## config.mk

```make
export PLATFORM = sky130hd
export DESIGN_NAME = dds_spi_sequencer
export DESIGN_NICKNAME = d
export VERILOG_FILES = /design/src/rtl/dds_spi_sequencer.sv
export SDC_FILE = /design/constraint.sdc
export NUM_CORES = 1
export LEC_CHECK = 0
export ABC_AREA = 1
export CAP_MARGIN = 15
export CORE_MARGIN = 2
export CORE_UTILIZATION = 28
export DETAILED_ROUTE_END_ITERATION = 8
export GPL_ROUTABILITY_DRIVEN = 0
export PLACE_DENSITY = 0.57
export SLEW_MARGIN = 20
export SYNTH_ARGS = -nofsm -noshare
export SYNTH_HDL_FRONTEND = slang
export SYNTH_SLANG_ARGS = --single-unit
```

## constraint.sdc

```tcl
create_clock -name clk -period 1.75 [get_ports clk]
set_input_delay 0.35 -clock clk [delete_from_list [all_inputs] [get_ports clk]]
set_output_delay 0.35 -clock clk [all_outputs]
set_load 0.005 [all_outputs]
```

## src/rtl/dds_spi_sequencer.sv

```systemverilog
`default_nettype none
// ============================================================================
//  Module      : dds_spi_sequencer
//  Description : Command-level controller for the DDS SPI byte engine. Sends
//                an instruction byte plus 1-4 data bytes per accepted command,
//                collects read-back bytes, and optionally strobes IO_UPDATE
//                after a write. Aborts with err if a CS edge never arrives.
//  Revision    : 1.0  initial release
// ============================================================================
module dds_spi_sequencer #(
    parameter int GAP_CYCLES    = 2,
    parameter int UPDATE_CYCLES = 4,
    parameter int TIMEOUT       = 255,
    parameter int TO_W          = 8
) (
    input  logic        clk,
    input  logic        rst,
    input  logic        cmd_valid,
    output logic        cmd_ready,
    input  logic        cmd_rw,
    input  logic [4:0]  cmd_addr,
    input  logic [1:0]  cmd_len,
    input  logic [31:0] cmd_data,
    input  logic        cmd_update,
    output logic        spi_start,
    output logic [7:0]  spi_tx,
    input  logic        spi_cs,
    input  logic [7:0]  spi_rx,
    output logic [31:0] rd_data,
    output logic        done,
    output logic        err,
    output logic        busy,
    output logic        io_update
);

    localparam int c_GAP_W = (GAP_CYCLES > 1) ? $clog2(GAP_CYCLES) : 1;
    localparam int c_UPD_W = (UPDATE_CYCLES > 1) ? $clog2(UPDATE_CYCLES) : 1;
    localparam logic [c_GAP_W-1:0] c_GAP_LAST = c_GAP_W'(GAP_CYCLES - 1);
    localparam logic [c_UPD_W-1:0] c_UPD_LAST = c_UPD_W'(UPDATE_CYCLES - 1);
    localparam logic [TO_W-1:0]    c_TO_LAST  = TO_W'(TIMEOUT);

    typedef enum logic [2:0] {
        S_IDLE      = 3'd0,
        S_START     = 3'd1,
        S_WAIT_LOW  = 3'd2,
        S_WAIT_HIGH = 3'd3,
        S_GAP       = 3'd4,
        S_UPDATE    = 3'd5,
        S_DONE      = 3'd6
    } state_t;

    state_t             r_state;
    state_t             w_next_state;

    logic               r_cs_s;
    logic               r_rw;
    logic               r_update;
    logic               r_is_data;
    logic [31:0]        r_data;
    logic [2:0]         r_remaining;
    logic [7:0]         r_tx;
    logic [31:0]        r_rd_data;
    logic               r_err;
    logic [TO_W-1:0]    r_to_cnt;
    logic [c_GAP_W-1:0] r_gap_cnt;
    logic [c_UPD_W-1:0] r_upd_cnt;

    logic               w_accept;
    logic               w_to_hit;
    logic               w_gap_end;
    logic               w_upd_end;
    logic [7:0]         w_next_byte;

    // Engine CS is registered once; all decisions use the registered copy
    always_ff @(posedge clk) begin
        if (rst) r_cs_s <= 1'b1;
        else     r_cs_s <= spi_cs;
    end

    // Held low through reset so nothing is accepted while rst is asserted
    assign cmd_ready = (r_state == S_IDLE) && r_cs_s && !rst;
    assign w_accept  = cmd_valid && cmd_ready;
    assign w_to_hit  = (r_to_cnt == c_TO_LAST);
    assign w_gap_end = (r_gap_cnt == c_GAP_LAST);
    assign w_upd_end = (r_upd_cnt == c_UPD_LAST);

    assign spi_start = (r_state == S_START);
    assign busy      = (r_state != S_IDLE);
    assign done      = (r_state == S_DONE);
    assign io_update = (r_state == S_UPDATE);
    assign spi_tx    = r_tx;
    assign rd_data   = r_rd_data;
    assign err       = r_err;

    // Next data byte, MSB-first among the bytes still to send
    always_comb begin
        w_next_byte = r_data[7:0];
        case (r_remaining)
            3'd4:    w_next_byte = r_data[31:24];
            3'd3:    w_next_byte = r_data[23:16];
            3'd2:    w_next_byte = r_data[15:8];
            default: w_next_byte = r_data[7:0];
        endcase
    end

    // State register
    always_ff @(posedge clk) begin
        if (rst) r_state <= S_IDLE;
        else     r_state <= w_next_state;
    end

    // Next-state logic; a CS edge takes priority over the timeout on the same cycle
    always_comb begin
        w_next_state = r_state;
        case (r_state)
            S_IDLE:      if (w_accept) w_next_state = S_START;
            S_START:     w_next_state = S_WAIT_LOW;
            S_WAIT_LOW:  if (!r_cs_s)     w_next_state = S_WAIT_HIGH;
                         else if (w_to_hit) w_next_state = S_DONE;
            S_WAIT_HIGH: if (r_cs_s)      w_next_state = S_GAP;
                         else if (w_to_hit) w_next_state = S_DONE;
            S_GAP: begin
                if (w_gap_end) begin
                    if (r_remaining != 3'd0)     w_next_state = S_START;
                    else if (!r_rw && r_update)  w_next_state = S_UPDATE;
                    else                         w_next_state = S_DONE;
                end
            end
            S_UPDATE:    if (w_upd_end) w_next_state = S_DONE;
            S_DONE:      w_next_state = S_IDLE;
            default:     w_next_state = S_IDLE;
        endcase
    end

    // Command latch, byte sequencing, read-back capture and cycle counters
    always_ff @(posedge clk) begin
        if (rst) begin
            r_rw        <= 1'b0;
            r_update    <= 1'b0;
            r_is_data   <= 1'b0;
            r_data      <= 32'd0;
            r_remaining <= 3'd0;
            r_tx        <= 8'd0;
            r_rd_data   <= 32'd0;
            r_err       <= 1'b0;
            r_to_cnt    <= '0;
            r_gap_cnt   <= '0;
            r_upd_cnt   <= '0;
        end else begin
            case (r_state)
                S_IDLE: begin
                    if (w_accept) begin
                        r_rw        <= cmd_rw;
                        r_update    <= cmd_update;
                        r_data      <= cmd_data;
                        r_remaining <= {1'b0, cmd_len} + 3'd1;
                        r_rd_data   <= 32'd0;
                        r_err       <= 1'b0;
                        r_is_data   <= 1'b0;
                        r_tx        <= {cmd_rw, 2'b00, cmd_addr};
                    end
                end
                S_START: r_to_cnt <= '0;
                S_WAIT_LOW: begin
                    if (!r_cs_s)       r_to_cnt <= '0;
                    else if (w_to_hit) r_err    <= 1'b1;
                    else               r_to_cnt <= r_to_cnt + TO_W'(1);
                end
                S_WAIT_HIGH: begin
                    if (r_cs_s) begin
                        // The instruction byte's MISO content is meaningless
                        if (r_is_data) begin
                            if (r_rw) r_rd_data <= {r_rd_data[23:0], spi_rx};
                            r_remaining <= r_remaining - 3'd1;
                        end
                        r_gap_cnt <= '0;
                    end else if (w_to_hit) begin
                        r_err <= 1'b1;
                    end else begin
                        r_to_cnt <= r_to_cnt + TO_W'(1);
                    end
                end
                S_GAP: begin
                    if (w_gap_end) begin
                        if (r_remaining != 3'd0) begin
                            r_tx      <= w_next_byte;
                            r_is_data <= 1'b1;
                        end
                        r_upd_cnt <= '0;
                    end else begin
                        r_gap_cnt <= r_gap_cnt + c_GAP_W'(1);
                    end
                end
                S_UPDATE: if (!w_upd_end) r_upd_cnt <= r_upd_cnt + c_UPD_W'(1);
                default: ;
            endcase
        end
    end

endmodule
`default_nettype wire

```

==> report_table.html, run 1 <==
<table>
<tr><th>Metric</th><th>Value</th></tr>
<tr><th colspan="2">Status</th></tr>
<tr><td>Result of the run</td><td>completed</td></tr>
<tr><th colspan="2">Timing</th></tr>
<tr><td>Total count of max-transition violations in the final report</td><td>0</td></tr>
<tr><td>Setup Total Neg Slack</td><td>0 ps</td></tr>
<tr><td>Max transition margin</td><td>62.8%</td></tr>
<tr><td>Final worst-path setup slack</td><td>70.9 ps</td></tr>
<tr><td>Post-route fraction of the period consumed by the critical path</td><td>95.9%</td></tr>
<tr><td>Tightest Pin Transition</td><td>558 ps</td></tr>
<tr><td>RSZ-0062 raised after global routing</td><td>true</td></tr>
<tr><td>Final number of hold-violating endpoints</td><td>0</td></tr>
<tr><td>Setup-violating endpoint count in the final report</td><td>0</td></tr>
<tr><td>Worst setup skew after layout</td><td>~10 ps</td></tr>
<tr><td>Final min period</td><td>1680 ps</td></tr>
<tr><td>Peak clock frequency supported by timing</td><td>0.596 GHz</td></tr>
<tr><th colspan="2">Critical path</th></tr>
<tr><td>Type of destination of the critical path</td><td>output port</td></tr>
<tr><td>CP Cell Sequence</td><td>inv_2 -&gt; buf_4 -&gt; nand2_2 -&gt; nor2_2 -&gt; dlygate4sd2_1</td></tr>
<tr><td>Maximum cell stage delay along the critical path</td><td>340 ps</td></tr>
<tr><td>Max FO, Critical Path</td><td>4</td></tr>
<tr><td>Worst Path Required</td><td>1400 ps</td></tr>
<tr><td>Worst Path Arrival</td><td>1330 ps</td></tr>
<tr><td>Worst setup slack for register-to-register paths</td><td>around 150 ps</td></tr>
<tr><td>Kind of critical path</td><td>reg2out</td></tr>
<tr><td>Launching element type of the critical path</td><td>flip-flop</td></tr>
<tr><td>Worst Reg2Reg Path Length in Cells</td><td>8</td></tr>
<tr><td>R2r startpoint</td><td>r_remaining[0]</td></tr>
<tr><td>Critical register-to-register path endpoint</td><td>spi_tx[6]</td></tr>
<tr><td>Cell type of the slowest stage on the worst timing path</td><td>sky130_fd_sc_hd__dfxtp_2</td></tr>
<tr><th colspan="2">Place</th></tr>
<tr><td>Post-placement cell count</td><td>between 900 and 1,000</td></tr>
<tr><td>Placed wire-length estimate after detailed placement</td><td>8840 µm</td></tr>
<tr><td>Pre-CTS setup slack</td><td>-391 ps</td></tr>
<tr><td>IO buf count</td><td>98</td></tr>
<tr><th colspan="2">Logic synthesis</th></tr>
<tr><td>Most frequent cells after synthesis</td><td>sky130_fd_sc_hd__nand2_1 (181), sky130_fd_sc_hd__nor2_1 (120), sky130_fd_sc_hd__dfxtp_1 (94)</td></tr>
<tr><td>Share of synthesized area occupied by flip-flops and latches</td><td>41.6%</td></tr>
<tr><td>Cells taking the most area after synthesis</td><td>sky130_fd_sc_hd__dfxtp_1 (42%), sky130_fd_sc_hd__nand2_1 (15%), sky130_fd_sc_hd__nand3_1 (10%), sky130_fd_sc_hd__nor2_1 (10%), sky130_fd_sc_hd__a21oi_1 (5.8%)</td></tr>
<tr><td>Syn avg cell area</td><td>6.66 µm²</td></tr>
<tr><td>Synth Warn #</td><td>0</td></tr>
<tr><td>Post-synth top area share</td><td>between 40% and 50%</td></tr>
<tr><td>Cells after Synth</td><td>679</td></tr>
<tr><td>Share of synthesized flip-flops with an asynchronous set or reset</td><td>0%</td></tr>
<tr><td>Dominant cell type by area after synthesis</td><td>sky130_fd_sc_hd__dfxtp_1</td></tr>
<tr><td>Area of the mapped netlist</td><td>4520 µm²</td></tr>
<tr><td>Synthesized netlist net count</td><td>739</td></tr>
<tr><td>Synth Flop Type</td><td>sky130_fd_sc_hd__dfxtp_1</td></tr>
<tr><td>Count of state elements after synthesis</td><td>94</td></tr>
<tr><td>Number of enable-type register cells in the synthesized netlist</td><td>0</td></tr>
<tr><td>Count of different cell masters after synthesis</td><td>28</td></tr>
<tr><td>Leading cell type by number of instances after synthesis</td><td>sky130_fd_sc_hd__nand2_1</td></tr>
<tr><th colspan="2">Floorplanning</th></tr>
<tr><td>Die span in y</td><td>around 130 µm</td></tr>
<tr><td>Number of core rows</td><td>46</td></tr>
<tr><td>Overall die area</td><td>about 17,000 µm²</td></tr>
<tr><td>Top Ports</td><td>99</td></tr>
<tr><td>Die X</td><td>around 130 µm</td></tr>
<tr><td>Starting density of the core</td><td>28.6%</td></tr>
<tr><td>Core box area</td><td>15,800 µm²</td></tr>
<tr><th colspan="2">Final layout</th></tr>
<tr><td>Number of nets in the layout</td><td>862</td></tr>
<tr><td>Antenna fix cells</td><td>0</td></tr>
<tr><td>Area growth syn-to-layout</td><td>40.2%</td></tr>
<tr><td>Fraction of layout instances using a drive strength above 1</td><td>12.2%</td></tr>
<tr><td>Layout Cells excl Fill</td><td>1,022</td></tr>
<tr><td>Core Util, Final</td><td>40.0%</td></tr>
<tr><th colspan="2">Global route</th></tr>
<tr><td>Number of global-route vias before repair</td><td>4,103</td></tr>
<tr><td>Maximum number of pins on one net before global-route repair</td><td>54</td></tr>
<tr><td>Residual overflow from global routing</td><td>0</td></tr>
<tr><td>Global-route wire length before repair</td><td>20,500 µm</td></tr>
<tr><td>Number of antenna violations at the first check in global routing</td><td>0</td></tr>
<tr><td>Total GRT Usage</td><td>15.2%</td></tr>
<tr><th colspan="2">Clocking</th></tr>
<tr><td>Worst skew pair latency</td><td>350 ps</td></tr>
<tr><td>CTS H-tree lvls</td><td>3</td></tr>
<tr><td>Total CTS buffers</td><td>9</td></tr>
<tr><td>Hold-fix buffers, CTS</td><td>0</td></tr>
<tr><td>Clock buffer depth</td><td>2</td></tr>
<tr><td>Clock root cell</td><td>sky130_fd_sc_hd__clkbuf_16</td></tr>
<tr><td>Clock slew at reported path FFs</td><td>70 ps</td></tr>
<tr><td>Clock Sinks</td><td>94</td></tr>
<tr><td>CTS tree</td><td>built</td></tr>
<tr><th colspan="2">Pwr</th></tr>
<tr><td>Max VDD drop</td><td>475 µV</td></tr>
<tr><td>Pwr dens</td><td>roughly 870 nW/µm²</td></tr>
<tr><td>Static leakage power</td><td>2.58 nW</td></tr>
<tr><th colspan="2">Route</th></tr>
<tr><td>Number of nets with antenna violations after detailed routing</td><td>0</td></tr>
<tr><td>Overall via count from detail_route</td><td>4,497</td></tr>
<tr><td>DRT Pass-1 Iters</td><td>4</td></tr>
<tr><td>Vias/cell</td><td>roughly 4.4</td></tr>
<tr><td>Residual DRC</td><td>0</td></tr>
<tr><td>DRT iter0 DRCs</td><td>285</td></tr>
<tr><td>Per-cell routed wire length</td><td>12.3 µm</td></tr>
<tr><td>Final Routed Wirelength</td><td>around 13,000 µm</td></tr>
<tr><th colspan="2">Flow run</th></tr>
<tr><td>Max-cap violations</td><td>0</td></tr>
<tr><th colspan="2">Min path</th></tr>
<tr><td>Min-delay worst type</td><td>reg2reg</td></tr>
<tr><td>Worst hold path stage count</td><td>2</td></tr>
<tr><td>Endpoint of the worst hold path</td><td>err</td></tr>
<tr><td>Source of the worst hold timing path</td><td>err</td></tr>
</table>
## logic make-up after synthesis
logic type,Yosys count,share of synthesized area (%)
xor gates and xnor gates,2,0.388
AOI/OAI and AO/OA,80,9.19
DFF,94,41.6
adders and majority gates,7,1.94
and+or+nand+nor,420,39.6
buffers and inverters,76,7.25
## worst max-delay path by stage
stage	startpoint	to	slack (ps)	cells after the start
6_report	r_state[1]	spi_start	70	5
5_1_grt	r_state[0]	spi_start	-6	4
4_1_cts	r_state[0]	io_update	40	4
3_5_place_dp	rst	rd_data[22]	-390	7
3_3_place_gp	rst	rd_data[3]	-360	7
2_1_floorplan	r_remaining[0]	spi_tx[0]	250	10
## layer usage
| layer | share of wire, % | track usage, % |
|---|---|---|
| met5 | 0 | 0 |
| met3 | 5.5 | 3.05 |
| met1 | 49 | 21.6 |
| met4 | 0.88 | 4.13 |
| met2 | 44 | 23.3 |
## placed cells by master, fill, tap and decap left out, types with 2 or more instances in the layout
| cell | n |
|---|---|
| sky130_fd_sc_hd__nand3_1 | 92 |
| sky130_fd_sc_hd__dfxtp_4 | 2 |
| sky130_fd_sc_hd__a21oi_1 | 51 |
| sky130_fd_sc_hd__nor2_1 | 118 |
| sky130_fd_sc_hd__clkinvlp_4 | 2 |
| sky130_fd_sc_hd__inv_6 | 2 |
| sky130_fd_sc_hd__clkbuf_16 | 9 |
| sky130_fd_sc_hd__or2_2 | 2 |
| sky130_fd_sc_hd__o21ai_1 | 6 |
| sky130_fd_sc_hd__a21oi_2 | 2 |
| sky130_fd_sc_hd__nand2_4 | 2 |
| sky130_fd_sc_hd__nor2_2 | 6 |
| sky130_fd_sc_hd__dlygate4sd2_1 | 5 |
| sky130_fd_sc_hd__inv_1 | 35 |
| sky130_fd_sc_hd__nand2_1 | 180 |
| sky130_fd_sc_hd__xor2_1 | 2 |
| sky130_fd_sc_hd__dfxtp_1 | 91 |
| sky130_fd_sc_hd__inv_2 | 3 |
| sky130_fd_sc_hd__nand2_2 | 5 |
| sky130_fd_sc_hd__o21ai_0 | 18 |
| sky130_fd_sc_hd__nand4_1 | 5 |
| sky130_fd_sc_hd__buf_12 | 5 |
| sky130_fd_sc_hd__buf_4 | 44 |
| sky130_fd_sc_hd__nor3_1 | 2 |
| sky130_fd_sc_hd__clkdlybuf4s50_1 | 92 |
| sky130_fd_sc_hd__nor2_4 | 7 |
| sky130_fd_sc_hd__ha_1 | 7 |
## cell type report
cell class	count	area [µm²]
clock inverters	6	46.3
clock buffers	9	225
flip-flops and latches	94	1890
repair buffers	147	1410
well taps	216	270
inverters	40	153
multi-input cells	510	2350
fillers	1683	9490
## repair_timing
| action | in CTS | in global routing |
|---|---|---|
| cloned | 1 | 0 |
| setup endpoints to repair | 40 | 32 |
| pin swaps | 2 | 2 |
| gates resized for setup | 18 | 4 |
| buffers inserted | 4 | 3 |
## power breakdown
part	switching [mW]	total, mW	internal (mW)
Sequential	0.108	2.42	2.31
Combinational	0.630	1.28	0.648
Clock	0.884	1.85	0.966
## registers in the layout, indices dropped and copies added (netlist names)
register     cells
r_rw             1
rd_data         32
r_is_data        1
r_to_cnt         8
r_upd_cnt        2
r_state          3
r_update         1
r_gap_cnt        1
r_cs_s           1
spi_tx           8
r_data          32
r_remaining      3
err              1
## per-stage QoR
step	power (mW)	cell area, µm²	hold slack, ps
detailed placement	3.70	5950	442
global route	5.86	6340	476
finish	5.54	6340	446
global placement	3.70	5950	437
CTS	5.58	6280	452
floorplan	3.10	4520	430
## worst max-delay path: cells and delay by family, from the launching register on
family | cells | cell delay [ps]
flops | 1 | 340
simple gates | 2 | 210
buf+inv | 3 | 430
No activity file was read; power rests on OpenSTA's default activity.
==> run 2: changes to the inputs <==
ABC_CLOCK_PERIOD_IN_PS = 1750   (was unset)
==> results of run 2 <==
Final layout, timing and power as in run 1 (identical DEF).
